## config.mk

```make
export PLATFORM = sky130hd
export DESIGN_NAME = bram_scan_addr_gen
export DESIGN_NICKNAME = d
export VERILOG_FILES = /design/src/rtl/bram_vid_pkg.sv /design/src/rtl/vid_sync_edge.sv /design/src/rtl/bram_scan_addr_gen.sv
export SDC_FILE = /design/constraint.sdc
export NUM_CORES = 1
export LEC_CHECK = 0
export BUFFER_PORTS_ARGS = -buffer_cell sky130_fd_sc_hd__buf_2
export CAP_MARGIN = 10
export CELL_PAD_IN_SITES_DETAIL_PLACEMENT = 1
export CELL_PAD_IN_SITES_GLOBAL_PLACEMENT = 1
export CORE_UTILIZATION = 46
export CTS_BUF_LIST = sky130_fd_sc_hd__clkbuf_2
export CTS_CLUSTER_SIZE = 24
export DETAILED_ROUTE_END_ITERATION = 16
export PLACE_DENSITY_LB_ADDON = 0.1
export RECOVER_POWER = 50
export SLEW_MARGIN = 20
export SYNTH_ARGS = -nofsm -noshare
export SYNTH_HDL_FRONTEND = slang
export SYNTH_SLANG_ARGS = --single-unit
```

## constraint.sdc

```tcl
create_clock -name CLK -period 4.55 [get_ports CLK]
set_input_delay 0.455 -clock CLK [delete_from_list [all_inputs] [get_ports CLK]]
set_output_delay 0.455 -clock CLK [all_outputs]
set_load 0.02 [all_outputs]
```

## src/rtl/bram_vid_pkg.sv

```systemverilog
// Shared types and constants for the framebuffer scan-address path.
// Frame geometry values are defaults; the helpers give per-instance values.
package bram_vid_pkg;

    typedef enum logic [1:0] {
        WAIT_VS = 2'd0,
        VBLANK  = 2'd1,
        ACTIVE  = 2'd2,
        HBLANK  = 2'd3
    } scan_state_t;

    localparam int HSIZE_DEF    = 640;
    localparam int VSIZE_DEF    = 480;
    localparam int FRAME_PIX    = HSIZE_DEF * VSIZE_DEF;
    localparam int LAST_ROW_OFF = (VSIZE_DEF - 1) * HSIZE_DEF;

    // Sync level meaning "active" for the common active-low timing generators.
    localparam bit SYNC_ACTIVE_LOW = 1'b0;

    function automatic int last_row_off(input int hsize, input int vsize);
        return (vsize - 1) * hsize;
    endfunction

    function automatic logic sync_active(input logic level, input logic pol);
        return level == pol;
    endfunction

endpackage

```

## src/rtl/vid_sync_edge.sv

```systemverilog
// Registers VSYNC/HSYNC/DE once, normalises sync polarity to active-high,
// and derives frame-start and DE-rise events from the registered copies.
module vid_sync_edge
    import bram_vid_pkg::*;
#(
    parameter bit SYNC_POL = SYNC_ACTIVE_LOW
) (
    input  logic CLK,
    input  logic RESET_N,
    input  logic VSYNC,
    input  logic HSYNC,
    input  logic DE,
    output logic vs_act,
    output logic hs_act,
    output logic de_lvl,
    output logic frame_start,
    output logic de_rise
);

    logic s_vs, s_hs, s_de;
    logic d_vs, d_de;

    always_ff @(posedge CLK or negedge RESET_N) begin
        if (!RESET_N) begin
            s_vs <= 1'b0;
            s_hs <= 1'b0;
            s_de <= 1'b0;
            d_vs <= 1'b0;
            d_de <= 1'b0;
        end else begin
            s_vs <= sync_active(VSYNC, SYNC_POL);
            s_hs <= sync_active(HSYNC, SYNC_POL);
            s_de <= DE;
            d_vs <= s_vs;
            d_de <= s_de;
        end
    end

    assign vs_act      = s_vs;
    assign hs_act      = s_hs;
    assign de_lvl      = s_de;
    // Frame starts when VSYNC leaves its active level.
    assign frame_start = d_vs & ~s_vs;
    assign de_rise     = s_de & ~d_de;

endmodule

```

## src/rtl/bram_scan_addr_gen.sv

```systemverilog
// Framebuffer read-address generator: sync/DE in, mirrored linear BRAM
// address out, with frame-latched modes and sticky overrun detection.
module bram_scan_addr_gen
    import bram_vid_pkg::*;
#(
    parameter int HSIZE    = 640,
    parameter int VSIZE    = 480,
    parameter int ADDR_W   = 19,
    parameter int SYNC_POL = 0
) (
    input  logic              CLK,
    input  logic              RESET_N,
    input  logic              VSYNC,
    input  logic              HSYNC,
    input  logic              DE,
    input  logic              FLIP_H,
    input  logic              FLIP_V,
    input  logic [ADDR_W-1:0] BASE_ADDR,
    output logic [ADDR_W-1:0] BRAM_ADDR,
    output logic              BRAM_EN,
    output logic [13:0]       PIX_X,
    output logic [13:0]       PIX_Y,
    output logic              FRAME_START,
    output logic              ERR_OVR
);

    localparam logic [ADDR_W-1:0] ROW_STEP = ADDR_W'(HSIZE);
    localparam logic [ADDR_W-1:0] ROW_LAST = ADDR_W'(last_row_off(HSIZE, VSIZE));
    localparam logic [13:0]       H_END    = 14'(HSIZE);
    localparam logic [13:0]       H_LAST   = 14'(HSIZE - 1);
    localparam logic [13:0]       V_END    = 14'(VSIZE);

    logic vs_act, hs_act, de_lvl, frame_start, de_rise;

    vid_sync_edge #(.SYNC_POL(SYNC_POL != 0)) u_sync (
        .CLK         (CLK),
        .RESET_N     (RESET_N),
        .VSYNC       (VSYNC),
        .HSYNC       (HSYNC),
        .DE          (DE),
        .vs_act      (vs_act),
        .hs_act      (hs_act),
        .de_lvl      (de_lvl),
        .frame_start (frame_start),
        .de_rise     (de_rise)
    );

    scan_state_t       state, state_nxt;
    logic              flip_h_q, flip_v_q;
    logic [ADDR_W-1:0] base_q, row_off;
    logic [13:0]       pix_x, pix_y;
    logic              rd, line_end, set_err;
    logic [ADDR_W-1:0] col, rd_addr;

    always_comb begin
        state_nxt = state;
        rd        = 1'b0;
        line_end  = 1'b0;
        set_err   = 1'b0;
        if (frame_start) begin
            state_nxt = VBLANK;
        end else begin
            case (state)
                VBLANK, HBLANK: begin
                    if (de_rise) begin
                        if (pix_y == V_END) begin
                            set_err = 1'b1;
                        end else begin
                            state_nxt = ACTIVE;
                            rd        = 1'b1;
                        end
                    end
                end
                ACTIVE: begin
                    if (vs_act) begin
                        state_nxt = WAIT_VS;
                        set_err   = 1'b1;
                    end else if (hs_act || !de_lvl) begin
                        // HSYNC inside active video closes the line early.
                        state_nxt = HBLANK;
                        line_end  = 1'b1;
                        set_err   = hs_act;
                    end else if (pix_x == H_END) begin
                        set_err = 1'b1;
                    end else begin
                        rd = 1'b1;
                    end
                end
                default: ;
            endcase
        end
    end

    assign col     = flip_h_q ? ADDR_W'(H_LAST - pix_x) : ADDR_W'(pix_x);
    assign rd_addr = base_q + row_off + col;

    always_ff @(posedge CLK or negedge RESET_N) begin
        if (!RESET_N) begin
            state       <= WAIT_VS;
            flip_h_q    <= 1'b0;
            flip_v_q    <= 1'b0;
            base_q      <= '0;
            row_off     <= '0;
            pix_x       <= '0;
            pix_y       <= '0;
            ERR_OVR     <= 1'b0;
            FRAME_START <= 1'b0;
            BRAM_EN     <= 1'b0;
            BRAM_ADDR   <= '0;
        end else begin
            state       <= state_nxt;
            FRAME_START <= frame_start;
            BRAM_EN     <= rd;
            if (rd)
                BRAM_ADDR <= rd_addr;
            if (frame_start) begin
                flip_h_q <= FLIP_H;
                flip_v_q <= FLIP_V;
                base_q   <= BASE_ADDR;
                row_off  <= FLIP_V ? ROW_LAST : '0;
                pix_x    <= '0;
                pix_y    <= '0;
                ERR_OVR  <= 1'b0;
            end else begin
                if (set_err)
                    ERR_OVR <= 1'b1;
                if (rd)
                    pix_x <= pix_x + 14'd1;
                if (line_end) begin
                    pix_x   <= '0;
                    pix_y   <= pix_y + 14'd1;
                    row_off <= flip_v_q ? row_off - ROW_STEP : row_off + ROW_STEP;
                end
            end
        end
    end

    assign PIX_X = pix_x;
    assign PIX_Y = pix_y;

endmodule
```

==> results.cfg, run 1 <==
[synth]
synth_enable_flop_cells = 0
yosys-top-cells-count = sky130_fd_sc_hd__nand2_1, sky130_fd_sc_hd__dfrtp_1, sky130_fd_sc_hd__nor2_1, sky130_fd_sc_hd__ha_1, sky130_fd_sc_hd__xor2_1
yosys_warnings = 0
ys_async_sr_fraction_pct = 100.0
post_synth_inst_count = 621
synth_area_sq_um = 5645
synth_largest_type_area_fraction_pct = 39.89
synth-xor-area-share_pct = 7.912
synth_adder_area_share_pct = 13.48
muxShareOfSynthArea_pct = 0.7979
postSynth.topFlopCell = sky130_fd_sc_hd__dfrtp_1
main_combinational_cell_family_by_area_after_synthesis = simple AND/OR/NAND/NOR gates
synth.top_cells.by_area = sky130_fd_sc_hd__dfrtp_1, sky130_fd_sc_hd__ha_1, sky130_fd_sc_hd__nand2_1, sky130_fd_sc_hd__xor2_1, sky130_fd_sc_hd__fa_1
synth.avg_cell_area_sq_um = 9.091
synth_most_common_cell = sky130_fd_sc_hd__nand2_1
synth_simple_gate_area_share_pct = 21.83
synth-compound-area-share_pct = 13.16
syn_nets = 700
yosysUniqueCellTypes = 60
yosysSeqAreaShare_pct = 39.89
synth_top_cell_by_area = sky130_fd_sc_hd__dfrtp_1
synth_seq_cells = 90

[clocking]
worst_skew_late_latency_ps = 620
numClockSinks = 90
holdBufCountCts = 12
clock_pin_slew_on_the_worst_setup_and_hold_paths_ps = 260
max-clock-path-buffers = 2
postCtsResizedCells = 0
numCtsBuffers = 9
tritoncts = built
post_cts_setup_buffers = 0
clock_root_buffer = sky130_fd_sc_hd__clkbuf_2
ctsHtreeMaxLevel = 3

[cells_and_area]
post_layout_cell_count = 856
multi_input_area_sq_um = 3228
fillCellCount = 1448
num_antenna_cells = 0
syn_to_final_growth_pct = 13.28
net_count_final = 783
postLayoutCoreUtil_pct = 53.24
finish.instance_area_sq_um = 6395
sequential_cell_area_sq_um = 2252
drive_gt1_share_pct = 13.40

[route]
avgRoutedWirePerCell_um = 17.27
drcViolationCount = 0
firstDrtPassIters = 5
wirelength_um = 14790
drt_via_density = 5.575
num_vias = 4772
drt_iter0_drc = 240
route.antenna.remaining_nets = 0

[sta]
clock_period_minus_worst_slack_ps = 3762
fin_clk_skew_ps = 41.05
drv_slew = 111
hold_violations = 0
maxClockFrequency_ghz = 0.2658
worst-slew-pin-transition_ps = 2440
tns_ps = 0
fin_crit_sh_pct = 82.68
rsz0062_at_grt = no
slew-limit-headroom_pct = -62.67
number_of_setup_violations_in_the_final_report = 0

[worst_setup_path]
crit_fanout = 9
crit_path_start_kind = flip-flop
criticalPathCategory = reg -> reg
crit_start = PIX_X[7]
critical_path_arrival_ps = 4260
critPathCaptureType = flip-flop
r2r_start = PIX_X[7]
critical_path_required_ps = 5050

[global_routing]
pin_count_of_the_biggest_net_entering_global_routing = 47
grt_pass1_vias = 5039
grt_antenna_before_repair = 0
grt_pass1_wl_um = 24760
grtUsageTotal_pct = 24.90
globalRouteOverflowTotal = 0

[die]
die_area_sq_um = 12720
start_util_pct = 47.00
placementRows = 40
core_area_sq_um = 12010
floorplan.die.height_um = 112.8
io-pin-count = 76
die_w_um = 112.8

[placement]
gp_congestion = 0.8370
dp.cells = 826
dpl-instance-area_sq_um = 6140
place.port_buffers = 75
dp_hpwl_um = 11130

[status]
violations = max-capacitance violations, max-slew violations
outcome = complete, but fails checks

[min_path]
holdCritStartpoint = BASE_ADDR[6]
timing.hold.worst.class = in -> reg

[run]
drv_cap = 3

[power]
leakagePower_uw = 0.003162
power_per_cell_area_nw_per_um2 = 399.4
ir_worst_vdd_uv = 178.5
[per-stage QoR]
stage	hold WS (ps)	total power, uW	worst slack (ps)
floorplan	159.4	1772	1117
global placement	433.5	2051	1002
detailed placement	448.4	2091	861.4
CTS	0.6160	2584	761.7
global route	1.390	2738	571.4
finish	47.17	2554	788.2
[registers in the layout, summed over array words and instances (netlist names), 2 cells and up]
| signal | count |
|---|---|
| row_off | 12 |
| state | 2 |
| BRAM_ADDR | 19 |
| PIX_Y | 14 |
| base_q | 19 |
| PIX_X | 14 |
[per-layer routing]
layer | wire, um | GRT usage (%)
met5 | 0 | 0
met2 | 7429 | 43.50
met3 | 398 | 4.339
met4 | 214 | 8.000
met1 | 6744 | 31.34
[worst paths after layout]
path | end | slack (ps) | cells past startpoint
max | BRAM_ADDR[16] | 790 | 13
min in group asynchronous | row_off[16] | 1100 | 2
min reg2reg | BRAM_ADDR[2] | 500 | 2
max reg2reg | BRAM_ADDR[16] | 790 | 13
min | base_q[6] | 50 | 3
max in group asynchronous | PIX_X[2] | 1280 | 3
[worst max-delay path: stages (launching register included)]
cell and delay (ps):
sky130_fd_sc_hd__dfrtp_1 540, sky130_fd_sc_hd__inv_1 140, sky130_fd_sc_hd__ha_1 190, sky130_fd_sc_hd__nor2b_1 70
sky130_fd_sc_hd__o41ai_1 380, sky130_fd_sc_hd__xnor2_1 200, sky130_fd_sc_hd__fa_1 450, sky130_fd_sc_hd__ha_1 350
sky130_fd_sc_hd__nand4_1 120, sky130_fd_sc_hd__nor2_1 70, sky130_fd_sc_hd__or2_2 270, sky130_fd_sc_hd__or3b_1 410
sky130_fd_sc_hd__a311o_1 370, sky130_fd_sc_hd__o311ai_1 90
[layout by cell type, fill, tap and decap left out, types with 5 or more instances in the layout]
cell	count
sky130_fd_sc_hd__nand2_1	132
sky130_fd_sc_hd__dfrtp_1	90
sky130_fd_sc_hd__buf_2	65
sky130_fd_sc_hd__nor2_1	49
sky130_fd_sc_hd__ha_1	40
sky130_fd_sc_hd__xor2_1	32
sky130_fd_sc_hd__a21oi_1	31
sky130_fd_sc_hd__o21ai_0	26
sky130_fd_sc_hd__xnor2_1	19
sky130_fd_sc_hd__inv_1	17
sky130_fd_sc_hd__nand3_1	14
sky130_fd_sc_hd__dlygate4sd3_1	14
sky130_fd_sc_hd__nand4_1	13
sky130_fd_sc_hd__fa_1	13
sky130_fd_sc_hd__nor3_1	12
sky130_fd_sc_hd__clkbuf_1	12
sky130_fd_sc_hd__o21ai_1	11
sky130_fd_sc_hd__clkbuf_2	11
sky130_fd_sc_hd__or3_1	9
sky130_fd_sc_hd__and3_1	8
sky130_fd_sc_hd__a211oi_1	8
sky130_fd_sc_hd__a21o_1	8
sky130_fd_sc_hd__o21a_1	6
sky130_fd_sc_hd__nor2b_1	5
sky130_fd_sc_hd__o211ai_1	5
[report_power, final]
| part | internal [uW] | leakage [uW] | switching [uW] |
|---|---|---|---|
| clock | 187 | 0.0000841 | 297 |
| combinational | 393 | 0.00193 | 617 |
| sequential | 936 | 0.00115 | 124 |
| total | 1520 | 0.00316 | 1040 |
[layout make-up]
type	count	area share [%]
tap	147	2.876
sequential	90	35.22
inverter	18	1.057
clock inverter	6	1.409
multi-input combinational	492	50.48
clock buffer	10	0.7826
timing repair buffer	93	8.178
[logic make-up after synthesis]
kind of cell               after synthesis
DFF                                     90
adders and majority gates               53
buffers and inverters                   39
xor gates and xnor gates                51
muxes                                    4
and+or+nand+nor                        266
AOI/OAI and AO/OA                      118
No activity file was read; power rests on OpenSTA's default activity.
==> inputs of run 2 (changes only) <==
Settings changed: ABC_AREA from default to 1, CORE_UTILIZATION 46 to 44.
Clock period 4.55 ns to 3.48 ns, I/O delays scaled along.
==> results.cfg, run 2 <==
[worst_setup_path]
critical_path_arrival_ps = 3690
crit_fanout = 7
crit_path_max_incr_delay_ps = 500
crit_path_top_delay_cell = sky130_fd_sc_hd__dfrtp_2
cpMostUsedCell = sky130_fd_sc_hd__nand2_1
path_cells = inv_1 > ha_1 > or2_2 > nand3_1 > nand2_1 > xor2_1 > fa_1 > ha_1 > nand2_1 > inv_1 > nand2_1 > nor3_1 > nand2_1 > nand2_1 > nand2_1 > nand3_2 > nand2_1
criticalPathCategory = reg -> reg
crit_path_start_kind = flip-flop
critPathBufInv = 2
critical_path_required_ps = 3990
critPathTopFamily = simple AND/OR/NAND/NOR gates
critPathCaptureType = flip-flop

[synth]
yosys_warnings = 0
postSynth.topFlopCell = sky130_fd_sc_hd__dfrtp_1
ys_async_sr_fraction_pct = 100.0
synth_largest_type_area_fraction_pct = 36.56
synth.avg_cell_area_sq_um = 7.495
post_synth_inst_count = 822
synth_top_cell_by_area = sky130_fd_sc_hd__dfrtp_1
synth_enable_flop_cells = 0
synth_area_sq_um = 6161
yosysSeqAreaShare_pct = 36.56
yosysUniqueCellTypes = 38
yosys-top-cells-count = sky130_fd_sc_hd__nand2_1, sky130_fd_sc_hd__dfrtp_1, sky130_fd_sc_hd__inv_1, sky130_fd_sc_hd__nor2_1, sky130_fd_sc_hd__nand3_1
synth_most_common_cell = sky130_fd_sc_hd__nand2_1
syn_nets = 901
synth.top_cells.by_area = sky130_fd_sc_hd__dfrtp_1, sky130_fd_sc_hd__nand2_1, sky130_fd_sc_hd__ha_1, sky130_fd_sc_hd__inv_1, sky130_fd_sc_hd__nand3_1
synth_seq_cells = 90

[sta]
number_of_setup_violations_in_the_final_report = 0
worst-slew-pin-transition_ps = 1646
tns_ps = 0
fin_clk_skew_ps = 46.83
rsz0062_at_grt = no
fin_crit_sh_pct = 91.27
clock_period_minus_worst_slack_ps = 3176
maxClockFrequency_ghz = 0.3149
hold_violations = 0
slew-limit-headroom_pct = -9.755
drv_slew = 66

[global_routing]
pin_count_of_the_biggest_net_entering_global_routing = 66
grtUsageTotal_pct = 27.64
grt_antenna_before_repair = 2
grt_pass1_wl_um = 30730
globalRouteOverflowTotal = 0
grt_pass1_vias = 6062

[power]
leakagePower_uw = 0.003757
power_per_cell_area_nw_per_um2 = 595.3
ir_worst_vdd_uv = 268.0
power_uw = 4198

[route]
firstDrtPassIters = 5
drt_iter0_drc = 280
wirelength_um = 18900
drt_via_density = 5.261
drcViolationCount = 0
num_vias = 5834
route.antenna.remaining_nets = 0
avgRoutedWirePerCell_um = 17.04

[status]
outcome = complete, but fails checks
violations = max-capacitance violations, max-slew violations

[cells_and_area]
drive_gt1_share_pct = 11.95
layout_commonest_cell = sky130_fd_sc_hd__nand2_1
reg_top3 = BRAM_ADDR: 19 flops, base_q: 19 flops
syn_to_final_growth_pct = 14.46
fillCellCount = 1742
post_layout_cell_count = 1109
finish.instance_area_sq_um = 7052
commonest_cells_after_routing_fill_and_taps_aside = sky130_fd_sc_hd__nand2_1, sky130_fd_sc_hd__dfrtp_1, sky130_fd_sc_hd__inv_1, sky130_fd_sc_hd__nor2_1, sky130_fd_sc_hd__nand3_1
net_count_final = 1003
postLayoutCoreUtil_pct = 52.42

[placement]
dp_hpwl_um = 14610
gp_congestion = 0.8560
place.port_buffers = 75
dp.cells = 1064
dpl-instance-area_sq_um = 6703

[die]
core_area_sq_um = 13450
die_area_sq_um = 14480
placementRows = 42
start_util_pct = 45.80
floorplan.die.height_um = 120.3
io-pin-count = 76
die_w_um = 120.3

[run]
drv_cap = 1

[clocking]
tritoncts = built
clock_root_buffer = sky130_fd_sc_hd__clkbuf_2
ctsHtreeMaxLevel = 3
numClockSinks = 90
worst_skew_late_latency_ps = 620
post_cts_setup_buffers = 0
clock_pin_slew_on_the_worst_setup_and_hold_paths_ps = 290
max-clock-path-buffers = 2
numCtsBuffers = 9

[min_path]
timing.hold.worst.class = in -> reg
run 2: worst register-to-register path, cell delays in order, from the launching register on:
cell and delay [ps]:
sky130_fd_sc_hd__dfrtp_2 500, sky130_fd_sc_hd__inv_1 100, sky130_fd_sc_hd__ha_1 200, sky130_fd_sc_hd__or2_2 330
sky130_fd_sc_hd__nand3_1 80, sky130_fd_sc_hd__nand2_1 60, sky130_fd_sc_hd__xor2_1 180, sky130_fd_sc_hd__fa_1 440
sky130_fd_sc_hd__ha_1 410, sky130_fd_sc_hd__nand2_1 130, sky130_fd_sc_hd__inv_1 90, sky130_fd_sc_hd__nand2_1 80
sky130_fd_sc_hd__nor3_1 140, sky130_fd_sc_hd__nand2_1 90, sky130_fd_sc_hd__nand2_1 70, sky130_fd_sc_hd__nand2_1 60
sky130_fd_sc_hd__nand3_2 80, sky130_fd_sc_hd__nand2_1 50
run 2: final timing paths:
kind | start | endpoint | slack [ps] | depth (start not counted)
worst max-delay path | PIX_X[8] | BRAM_ADDR[14] | 300 | 17
worst min-delay path | DE | u_sync.de_lvl | 370 | 2
worst max register to register | PIX_X[8] | BRAM_ADDR[14] | 300 | 17
worst min register to register | u_sync.de_lvl | u_sync.d_de | 480 | 0
max in group asynchronous | RESET_N | PIX_X[8] | 1330 | 3
min in group asynchronous | RESET_N | base_q[4] | 650 | 2
run 2: cell type report:
cell class / instances / area (sq um) / share of cell area [%]
multi-input combinational: 630 / 3476 / 49.29
sequential: 90 / 2253 / 31.96
timing repair buffer: 106 / 636.9 / 9.031
inverter: 87 / 329.1 / 4.666
tap: 176 / 220.2 / 3.123
clock inverter: 7 / 81.33 / 1.153
clock buffer: 9 / 45.04 / 0.6388
antenna: 4 / 10.01 / 0.1419
run 2: power by group:
group / total (uW) / switching (uW) / leakage, uW / internal [uW]
Sequential: 1480 / 220 / 0.00115 / 1260
Combinational: 2110 / 1380 / 0.00253 / 725
Clock: 610 / 430 / 0.0000743 / 180
run 2: metal layers:
| metal | global-route usage (%) | vias up | share of wire [%] |
|---|---|---|---|
| met1 | 36.64 | 2831 | 47 |
| met4 | 9.336 | 0 | 2.6 |
| li1 | - | 2864 | - |
| met2 | 46.05 | 108 | 47 |
| met5 | 0 | - | 0 |
| met3 | 4.198 | 31 | 3.2 |
run 2: timing repair:
action | CTS | global route
hold endpoints to repair | 87 | 0
gates resized for setup | 0 | 1
endpoints found under the setup margin | 0 | 2
hold buffers | 25 | 0
run 2: cell families after synthesis:
group	count (synthesis)	synth area share, %
simple gates	464	33.16
flops	90	36.56
buf+inv	102	6.986
compound gates	91	7.819
xor+xnor	22	3.128
fa+ha+maj	53	12.35
run 2: through the flow:
stage	worst slack, ps	hold slack (ps)
global route	13.33	288.4
finish	303.9	369.5
global placement	413.9	400.2
detailed placement	306.2	436.2
CTS	221.9	304.5
floorplan	454.7	52.41
==> inputs of run 3 (changes only) <==
Settings changed: ABC_AREA 1 to default, CORE_UTILIZATION 44 to 46.
==> results.cfg, run 3 (synthesis gave the netlist of run 1 again) <==
[die]
start_util_pct = 47.00
io-pin-count = 76
die_w_um = 112.8
die_area_sq_um = 12720
core_area_sq_um = 12010
floorplan.die.height_um = 112.8
placementRows = 40

[min_path]
hold_end = u_sync.de_lvl
timing.hold.worst.class = in -> reg
worstHoldPathCells = 2
holdCritStartpoint = DE

[sta]
number_of_setup_violations_in_the_final_report = 0
clock_period_minus_worst_slack_ps = 3425
worst-slew-pin-transition_ps = 1960
maxClockFrequency_ghz = 0.2920
slew-limit-headroom_pct = -30.69
fin_clk_skew_ps = 26.08
hold_slack_ps = 352.0
rsz0062_at_grt = yes
drv_slew = 79
hold_violations = 0
fin_crit_sh_pct = 98.42

[clocking]
tritoncts = built
ctsHtreeMaxLevel = 3
worst_skew_late_latency_ps = 620
clock_root_buffer = sky130_fd_sc_hd__clkbuf_2
numClockSinks = 90
numCtsBuffers = 9
max-clock-path-buffers = 2
clock_pin_slew_on_the_worst_setup_and_hold_paths_ps = 290

[route]
route.antenna.remaining_nets = 0
drcViolationCount = 0
wirelength_um = 15540
drt_via_density = 5.537
firstDrtPassIters = 4
num_vias = 4900
avgRoutedWirePerCell_um = 17.55
drt_iter0_drc = 192

[global_routing]
pin_count_of_the_biggest_net_entering_global_routing = 79
grt_pass1_wl_um = 25550
grtUsageTotal_pct = 25.79
grt_antenna_before_repair = 0
grt_pass1_vias = 5232
globalRouteOverflowTotal = 0

[power]
power_per_cell_area_nw_per_um2 = 503.4
ir_worst_vdd_uv = 210.6
leakagePower_uw = 0.003292
power_uw = 3394

[placement]
gp_congestion = 0.8423
dp_hpwl_um = 11430
dp.cells = 839
place.port_buffers = 75

[cells_and_area]
num_antenna_cells = 0
layout_commonest_cell = sky130_fd_sc_hd__nand2_1
postLayoutCoreUtil_pct = 56.14
syn_to_final_growth_pct = 19.44
post_layout_cell_count = 885
commonest_cells_after_routing_fill_and_taps_aside = sky130_fd_sc_hd__nand2_1, sky130_fd_sc_hd__dfrtp_1, sky130_fd_sc_hd__buf_2, sky130_fd_sc_hd__nor2_1, sky130_fd_sc_hd__ha_1
reg_top3 = BRAM_ADDR: 19 flops, base_q: 19 flops
net_count_final = 812
drive_gt1_share_pct = 18.16

[worst_setup_path]
crit_path_max_incr_delay_ps = 600
crit_path_start_kind = flip-flop
critical_path_required_ps = 4010
crit_fanout = 4
criticalPathCategory = reg -> reg
cpMostUsedCell = sky130_fd_sc_hd__ha_4
path_cells = inv_2 > ha_4 > nor2b_4 > o41ai_2 > xnor2_1 > fa_1 > ha_4 > nand4_1 > buf_4 > nor2_2 > o211ai_1 > or3b_4 > a311o_1 > o311ai_1
critPathTopFamily = adder cells
reg2reg_depth = 14
crit_path_top_delay_cell = sky130_fd_sc_hd__fa_1
worst-r2r-setup-slack_ps = 60
crit-reg2reg-capture = BRAM_ADDR[16]
r2r_start = PIX_X[8]
critical_path_arrival_ps = 3960
critPathCaptureType = flip-flop
critPathBufInv = 2

[status]
outcome = complete, but fails checks
violations = max-capacitance violations, max-slew violations

[run]
drv_cap = 1
[run 3: changes by cell type in the layout (fill, tap and decap cells not counted), moves of 10 or more]
cell                      before  now
sky130_fd_sc_hd__nand2_1     276  131
sky130_fd_sc_hd__buf_4         4   20
sky130_fd_sc_hd__nor2_1       71   46
sky130_fd_sc_hd__xnor2_1       8   18
sky130_fd_sc_hd__a21oi_1      42   28
sky130_fd_sc_hd__nand3_1      57   14
sky130_fd_sc_hd__xor2_1       14   31
sky130_fd_sc_hd__inv_1        78   15
[run 3: routing by layer]
layer	wire length, um	track usage, %	vias to the layer above
met5	0	0	-
li1	-	-	2362
met3	430	4.124	25
met4	325	8.533	0
met2	7941	46.63	85
met1	6837	31.29	2428
[run 3: worst max-delay path by stage]
| stage | startpoint | cells after the start | to | slack [ps] |
|---|---|---|---|---|
| floorplan | PIX_X[7] | 13 | BRAM_ADDR[16] | 50 |
| global placement | PIX_X[8] | 13 | BRAM_ADDR[16] | 120 |
| detailed placement | PIX_X[10] | 11 | BRAM_ADDR[18] | -20 |
| CTS | PIX_X[8] | 13 | BRAM_ADDR[16] | -70 |
| global route | PIX_X[8] | 14 | BRAM_ADDR[16] | -90 |
| finish | PIX_X[8] | 14 | BRAM_ADDR[16] | 60 |
[run 3: cell type report]
class,count,area [sq um]
clock buffer,9,45.04
multi-input combinational,492,3339
inverter,18,67.56
sequential,90,2255
timing repair buffer,122,768.2
fill,1415,5269
clock inverter,7,83.83
tap,147,183.9
[run 3: through the flow]
step	TNS, ps	instance area, sq um	setup WS (ps)
floorplan	0	5645	47.36
global placement	0	6237	115.1
detailed placement	-15.91	6237	-15.91
CTS	-185.4	6619	-72.72
global route	-179.0	6743	-89.44
finish	0	6743	55.14
[run 3: timing repair]
item / CTS / global route
pin swaps: 0 / 17
setup buffers: 0 / 5
hold endpoints to repair: 101 / 0
gates resized for setup: 1 / 25
hold buffers: 25 / 0
endpoints found under the setup margin: 4 / 6
[run 3: power breakdown]
part / internal [uW] / switching [uW] / total, uW
Clock: 179 / 414 / 593
Combinational: 572 / 848 / 1420
Sequential: 1220 / 156 / 1380
